[src/rtl/fifo_rd_stream_adapter_if.sv]
// Bundles the FIFO read port and the outgoing valid/ready stream seen by the
// read-side drain stage. The master side belongs to the adapter. The slave
// side belongs to the FIFO plus the downstream consumer.
interface fifo_rd_stream_adapter_if #(
    parameter int DATA_WIDTH = 8
);
    logic                  i_flush;
    logic                  i_fifo_empty;
    logic [DATA_WIDTH-1:0] i_fifo_rd_data;
    logic                  o_fifo_rd_en;
    logic                  o_valid;
    logic [DATA_WIDTH-1:0] o_data;
    logic                  i_ready;
    logic [1:0]            o_level;

    modport master (
        input  i_flush,
        input  i_fifo_empty,
        input  i_fifo_rd_data,
        input  i_ready,
        output o_fifo_rd_en,
        output o_valid,
        output o_data,
        output o_level
    );

    modport slave (
        output i_flush,
        output i_fifo_empty,
        output i_fifo_rd_data,
        output i_ready,
        input  o_fifo_rd_en,
        input  o_valid,
        input  o_data,
        input  o_level
    );
endinterface

[src/rtl/fifo_rd_stream_adapter.sv]
// Read-side drain stage for the async FIFO. It turns the FIFO's
// rd_en/empty/rd_data port, which has one cycle of read latency, into a
// valid/ready stream. A two-entry buffer absorbs the read latency, so the
// stream can move one word per cycle and still honour backpressure.
module fifo_rd_stream_adapter #(
    parameter int DATA_WIDTH = 8
) (
    input  logic                      clk,
    input  logic                      RST,
    fifo_rd_stream_adapter_if.master  bus
);

    logic [1:0]            level_q;
    logic [1:0]            level_d;
    logic                  inflight_q;
    logic [DATA_WIDTH-1:0] head_q;
    logic [DATA_WIDTH-1:0] head_d;
    logic [DATA_WIDTH-1:0] tail_q;
    logic [DATA_WIDTH-1:0] tail_d;
    logic                  valid;
    logic                  pop;
    logic                  push;
    logic                  rd_en;
    logic [1:0]            occ;

    assign valid = (level_q != 2'd0);
    assign pop   = valid & bus.i_ready;
    assign push  = inflight_q;
    assign occ   = level_q + {1'b0, inflight_q};

    // A read is issued only when its word is sure to have room on arrival.
    // Room exists if the buffered words plus the in-flight word total fewer
    // than two. Room also exists if the total is two and a word leaves this cycle.
    assign rd_en = RST & ~bus.i_fifo_empty & ~bus.i_flush &
                   ((occ < 2'd2) | ((occ == 2'd2) & pop));

    assign bus.o_fifo_rd_en = rd_en;
    assign bus.o_valid      = valid;
    assign bus.o_data       = head_q;
    assign bus.o_level      = level_q;

    // Next buffer contents. Arriving words go to the tail and leaving words
    // come from the head. A flush empties the buffer no matter what else happens.
    always_comb begin
        level_d = level_q;
        head_d  = head_q;
        tail_d  = tail_q;
        if (bus.i_flush) begin
            level_d = 2'd0;
        end else begin
            case ({push, pop})
                2'b10: begin
                    if (level_q == 2'd0) begin
                        head_d = bus.i_fifo_rd_data;
                    end else begin
                        tail_d = bus.i_fifo_rd_data;
                    end
                    level_d = level_q + 2'd1;
                end
                2'b01: begin
                    head_d  = tail_q;
                    level_d = level_q - 2'd1;
                end
                2'b11: begin
                    if (level_q == 2'd1) begin
                        head_d = bus.i_fifo_rd_data;
                    end else begin
                        head_d = tail_q;
                        tail_d = bus.i_fifo_rd_data;
                    end
                end
                default: begin
                end
            endcase
        end
    end

    // Buffer registers and the in-flight flag. A read issued during or just
    // before a flush is dropped, because the flush forces rd_en low and the
    // next-state logic ignores the arriving word.
    always_ff @(posedge clk or negedge RST) begin
        if (!RST) begin
            level_q    <= 2'd0;
            inflight_q <= 1'b0;
            head_q     <= '0;
            tail_q     <= '0;
        end else begin
            level_q    <= level_d;
            inflight_q <= rd_en;
            head_q     <= head_d;
            tail_q     <= tail_d;
        end
    end

endmodule

[src/flat_wrapper.sv]
// flat-port wrapper written by rule: the top's interface ports become plain ports
module fifo_rd_stream_adapter_flat 
#(
    parameter int DATA_WIDTH = 8
)
  (clk, RST, bus_i_flush, bus_i_fifo_empty, bus_i_fifo_rd_data, bus_i_ready, bus_o_fifo_rd_en, bus_o_valid, bus_o_data, bus_o_level);
  fifo_rd_stream_adapter_if #(.DATA_WIDTH(DATA_WIDTH)) bus_i ();
  input  logic clk;
  input  logic RST;
  input wire logic [$bits(bus_i.i_flush)-1:0] bus_i_flush;
  input wire logic [$bits(bus_i.i_fifo_empty)-1:0] bus_i_fifo_empty;
  input wire logic [$bits(bus_i.i_fifo_rd_data)-1:0] bus_i_fifo_rd_data;
  input wire logic [$bits(bus_i.i_ready)-1:0] bus_i_ready;
  output wire logic [$bits(bus_i.o_fifo_rd_en)-1:0] bus_o_fifo_rd_en;
  output wire logic [$bits(bus_i.o_valid)-1:0] bus_o_valid;
  output wire logic [$bits(bus_i.o_data)-1:0] bus_o_data;
  output wire logic [$bits(bus_i.o_level)-1:0] bus_o_level;
  assign bus_i.i_flush = bus_i_flush;
  assign bus_i.i_fifo_empty = bus_i_fifo_empty;
  assign bus_i.i_fifo_rd_data = bus_i_fifo_rd_data;
  assign bus_i.i_ready = bus_i_ready;
  assign bus_o_fifo_rd_en = bus_i.o_fifo_rd_en;
  assign bus_o_valid = bus_i.o_valid;
  assign bus_o_data = bus_i.o_data;
  assign bus_o_level = bus_i.o_level;
  fifo_rd_stream_adapter #(.DATA_WIDTH(DATA_WIDTH)) u_core (.clk(clk), .RST(RST), .bus(bus_i));
endmodule
[config.mk]
export PLATFORM = sky130hd
export DESIGN_NAME = fifo_rd_stream_adapter_flat
export DESIGN_NICKNAME = d
export VERILOG_FILES = /design/src/rtl/fifo_rd_stream_adapter_if.sv /design/src/rtl/fifo_rd_stream_adapter.sv /design/src/flat_wrapper.sv
export SDC_FILE = /design/constraint.sdc
export NUM_CORES = 1
export LEC_CHECK = 0
export CORE_AREA = 2 2 49 51
export DETAILED_ROUTE_END_ITERATION = 7
export DIE_AREA = 0 0 51 53
export PLACE_DENSITY = 0.74
export SLEW_MARGIN = 20
export SYNTH_ARGS = -nofsm -noshare
export SYNTH_HDL_FRONTEND = slang
export SYNTH_SLANG_ARGS = --single-unit
[constraint.sdc]
create_clock -name clk -period 1.95 [get_ports clk]
set_clock_uncertainty 0.15 [all_clocks]
set_input_delay 0.39 -clock clk [delete_from_list [all_inputs] [get_ports clk]]
set_output_delay 0.39 -clock clk [all_outputs]
set_load 0.01 [all_outputs]
-- Word level (Yosys, flattened, before mapping)
Cells that the tools add are included.
- logic and storage cells: 39
- input port bits: 13
- output and inout port bits: 12
- register bits: 19
- add/subtract/negate cells: 3
- equal/unequal tests: 8
- muxes and demuxes: 8
- reductions and logical operators: 7
- $lt $le $gt $ge: 1
- bitwise gates (word level): 8
- operators by type and width (operator ; count):
    $mux 8 ; 4
    $pmux 8 s3 ; 1
    $pmux 8 s2 ; 1
    $eq 2x2->1 const B ; 3
    $reduce_bool 3->1 ; 2
    $and 1x1->1 ; 5
    $eq 2x1->1 const B ; 2
    $ne 2x2->1 const B ; 2
    $pmux 2 s2 ; 1
    $reduce_and 4->1 ; 1
    $reduce_bool 2->1 ; 2
    $reduce_and 3->1 ; 1
    $add 2x1->2 ; 1
    $add 2x1->2 const B ; 1
    $logic_not 2->1 ; 1
    $lt 2x2->1 const B ; 1
    $mux 2 ; 1
    $ne 2x1->1 const B ; 1
    $not 1->1 ; 2
    $sub 2x1->2 const B ; 1
    $or 1x1->1 ; 1

-- Depth between registers and ports, before layout
- depth after elaboration: 5
- mapped depth: 7
- gate-level depth less buffers: 6

-- Worst setup path after synthesis
Ideal clock, no wire load.
- path kind: reg2out
- from: register u_core.level_q[0] (netlist: u_core.bus.o_level[0])
- to: output port bus_o_fifo_rd_en
- data arrival time: 1.281 ns
- buffers on the path: 0
- path slack: 0.129 ns
- required time: 1.410 ns
- cell stages (with the launch flop): 6
- path through: dfrtp_1 > inv_1 > ha_1 > nand2b_1 > o21ai_0 > and3_1
- cells in the longest elaborated chain, start to end: 5
- elaborated cells on any way between the ends: 8
- classes of those cells: 1 x add/sub; 1 x order compare; 1 x eq/ne; 4 x bitwise; 1 x reduce/logical
- RTL lines (what ; line ; RTL):
    start: declaration ; fifo_rd_stream_adapter.sv:13 ; logic [1:0] level_q;
    start signal: assignment ; fifo_rd_stream_adapter.sv:88 ; level_q <= level_d;
    $add 2x1->2 or $reduce_bool 2->1 (tied branches) ; fifo_rd_stream_adapter.sv:29, fifo_rd_stream_adapter.sv:26 ;
    $eq 2x2->1 or $and 1x1->1 (tied branches) ; fifo_rd_stream_adapter.sv:35, fifo_rd_stream_adapter.sv:27 ;
    $and 1x1->1 ; fifo_rd_stream_adapter.sv:35 ; ((occ < 2'd2) | ((occ == 2'd2) & pop));
    $or 1x1->1 * ; fifo_rd_stream_adapter.sv:35 ;
    $and 1x1->1 * ; fifo_rd_stream_adapter.sv:34 ; assign rd_en = RST & ~bus.i_fifo_empty & ~bus.i_flush &
    end: declaration ; flat_wrapper.sv:14 ; output wire logic [$bits(bus_i.o_fifo_rd_en)-1:0] bus_o_fifo_rd_en;
Mark *: on every way between the ends. The rest lies on a longest branch, timed or not.

-- Final worst setup path
Ends and elaborated chain as after synthesis.

==> flow_metrics.env <==
export IMPL_track_usage=0.166
export IMPL_syn_cell_area_um2=972
export IMPL_via_per_inst=5.03
export IMPL_cts_buffer_depth=2
export IMPL_failed_checks="setup timing"
export IMPL_grt_overflow=0
export IMPL_dp_worst_setup_slack_ns=-0.441
export IMPL_ys_flop_type="dfrtp_1"
export IMPL_r2r_start="u_core.bus.o_level[0]$_DFFE_PN0P_"
export IMPL_coreArea_mm2=0.00215
export IMPL_num_io_pins=25
export IMPL_slowest_delay_ns=0.43
export IMPL_cts_clk_slew_worst_paths_ns=0.10
export IMPL_crit_path_end_kind="output pin"
export IMPL_rows=17
export IMPL_synth_edff_count=0
export IMPL_hold_viol=0
export IMPL_drive_gt1_frac=0.302
export IMPL_crit_path_max_fanout=3
export IMPL_dpl_instance_area_mm2=0.00136
export IMPL_worstReg2RegEnd="u_core.tail_q[6]$_DFFE_PN0P_"
export IMPL_drc_errors=0
export IMPL_hold_start="u_core.tail_q[2]$_DFFE_PN0P_"
export IMPL_synth_distinct_cells=23
export IMPL_finalSetupViolCount=1
export IMPL_stdcell_count=157
export IMPL_layout_common_cells="21 x clkdlybuf4s50_1, 19 x dfrtp_1, 15 x buf_4"
export IMPL_post_route_cell_area_mm2=0.00144
export IMPL_grt_pass1_vias=791
export IMPL_ys_warn_count=0
export IMPL_irDropWorstVdd_mv=0.728
export IMPL_drt_initial_drc_count=3
export IMPL_wl_per_cell_um=12.8
export IMPL_slowest_stage="dfrtp_1"
export IMPL_total_leakage_power_nw=0.703
export IMPL_clock_latency_ns=0.28
export IMPL_synth_seq_cells=19
export IMPL_start_util=0.453
export IMPL_grt_max_degree=20
export IMPL_die_height_um=53
export IMPL_antenna_found_initial=0
export IMPL_synth_cells=86
export IMPL_drtAntennaViolNets=0
export IMPL_cp_start_kind="flop"
export IMPL_layout_nets=148
export IMPL_vias=789
export IMPL_gp_congestion=0.821
export IMPL_path_cells="buf_6 -> ha_4 -> xor2_1 -> o21ai_1 -> and3_1 -> buf_2"
export IMPL_num_antenna_cells=0
export IMPL_areaGrowthSynthToFinish_pct=48.0
export IMPL_clock_sinks=19
export IMPL_first_pass_iters=4
export IMPL_rsz0062_at_grt="true"
export IMPL_period_minus_slack_ns=2.06
export IMPL_critPathBufInv=2
export IMPL_max_freq_mhz=485
export IMPL_required_ns=1.41
export IMPL_clockRootBuffer="clkbuf_4"
export IMPL_dieArea_mm2=0.00270
export IMPL_worst_slack_ns=-0.113
export IMPL_cp_top_family="flip-flops"
export IMPL_crit_arrival_ns=1.52
export IMPL_pwr_density_cell_mw_per_mm2=1250
export IMPL_holdWs_ns=0.364
export IMPL_reg2reg_depth=8
export IMPL_async_reset_ff_frac=1.00
export IMPL_crit_type="reg2out"
export IMPL_htreeDepth=1
export IMPL_syn_nets=104
export IMPL_finalWirelength_um=2020
export IMPL_holdCritPathClass="reg2reg"
export IMPL_hold_buffers=0
export IMPL_outcome="finished with violations"
export IMPL_drv_slew=0
export IMPL_worst_pin_slew_ns=0.272
export IMPL_chipWidth_um=51
export IMPL_grt_pass1_wl_um=3330
export IMPL_cts_made_buffers=3
export IMPL_hpwl_um=1490
export IMPL_dpl_cell_count=151
export IMPL_hold_path_depth=1
export IMPL_drv_cap=0
export IMPL_timing_final_crit_share=1.06
export IMPL_ys_seq_area_frac=0.489
export IMPL_max_slew_margin=0.817
export IMPL_cts_tree="done"
export IMPL_tns_ns=-0.113
export IMPL_final_common_cell="clkdlybuf4s50_1"
export IMPL_rrSetupSlack_ns=0.09
export IMPL_numPortBuffers=24
export IMPL_holdPathEnd="u_core.tail_q[2]$_DFFE_PN0P_"
export IMPL_post_synth_cell_area_avg_um2=11.3
-- metal layers --
metal,share of wire,track usage,vias to the layer above
met5,0,0,-
met4,0,0.0405,0
met3,0.045,0.0311,0
met2,0.50,0.305,19
met1,0.46,0.198,388
li1,-,-,382
-- registers in the layout (all words and copies together), names as in the netlist --
signal              flops
u_core.inflight_q       1
u_core.bus.o_level      2
u_core.bus.o_data       8
u_core.tail_q           8
-- what timing repair did --
item / CTS / global route
resized for setup: 14 / 4
pin swaps: 3 / 2
setup buffers: 2 / 0
setup endpoints to repair: 3 / 4
-- logic make-up (layout without fill, tap and decap cells) --
family                     Yosys count  in the layout  share of synthesized area
xor gates and xnor gates             2              2                     0.0180
and+or+nand+nor                     24             24                      0.109
AOI/OAI and AO/OA                   13             13                      0.102
buffers and inverters                6             49                     0.0322
muxes                               17             17                      0.185
adders and majority gates            5              5                     0.0644
DFF                                 19             19                      0.489
-- synthesized netlist by cell type, types with 4 or more instances --
library cell / instances / area (µm²)
dfrtp_1: 19 / 475
nor2_1: 12 / 45.0
mux2i_1: 9 / 90.1
a21oi_1: 8 / 40.0
mux2_2: 8 / 90.1
nand2_1: 6 / 22.5
ha_1: 5 / 62.6
inv_1: 4 / 15.0
-- worst max path at each step --
| stage | cells past startpoint | end | slack (ns) | from |
|---|---|---|---|---|
| 3_5_place_dp | 5 | bus_o_fifo_rd_en | -0.44 | bus_i_ready |
| 4_1_cts | 6 | bus_o_fifo_rd_en | -0.13 | u_core.bus.o_level[0]$_DFFE_PN0P_ |
| 2_1_floorplan | 5 | bus_o_fifo_rd_en | 0.13 | u_core.bus.o_level[0]$_DFFE_PN0P_ |
| 6_report | 6 | bus_o_fifo_rd_en | -0.11 | u_core.bus.o_level[0]$_DFFE_PN0P_ |
| 3_3_place_gp | 5 | bus_o_fifo_rd_en | -0.40 | bus_i_ready |
| 5_1_grt | 6 | bus_o_fifo_rd_en | -0.19 | u_core.bus.o_level[0]$_DFFE_PN0P_ |
-- metrics by stage --
step	utilization	total power, W
CTS	0.666	0.00180
finish	0.670	0.00180
detailed placement	0.631	0.00155
global route	0.670	0.00195
floorplan	-	0.00111
global placement	0.631	0.00153
-- area by class of cell --
type	count	area, µm²
Clock buffer	4	26.3
Fill cell	178	709
Inverter	4	15.0
Multi-Input combinational cell	61	505
Sequential cell	19	475
Tap cell	28	35.0
Timing Repair Buffer	41	382
-- report_power, final --
group	internal, W	switching [W]
Sequential	0.000564	0.0000899
Combinational	0.000554	0.000402
Clock	0.0000793	0.000108
(Power assumes the default switching activity.)
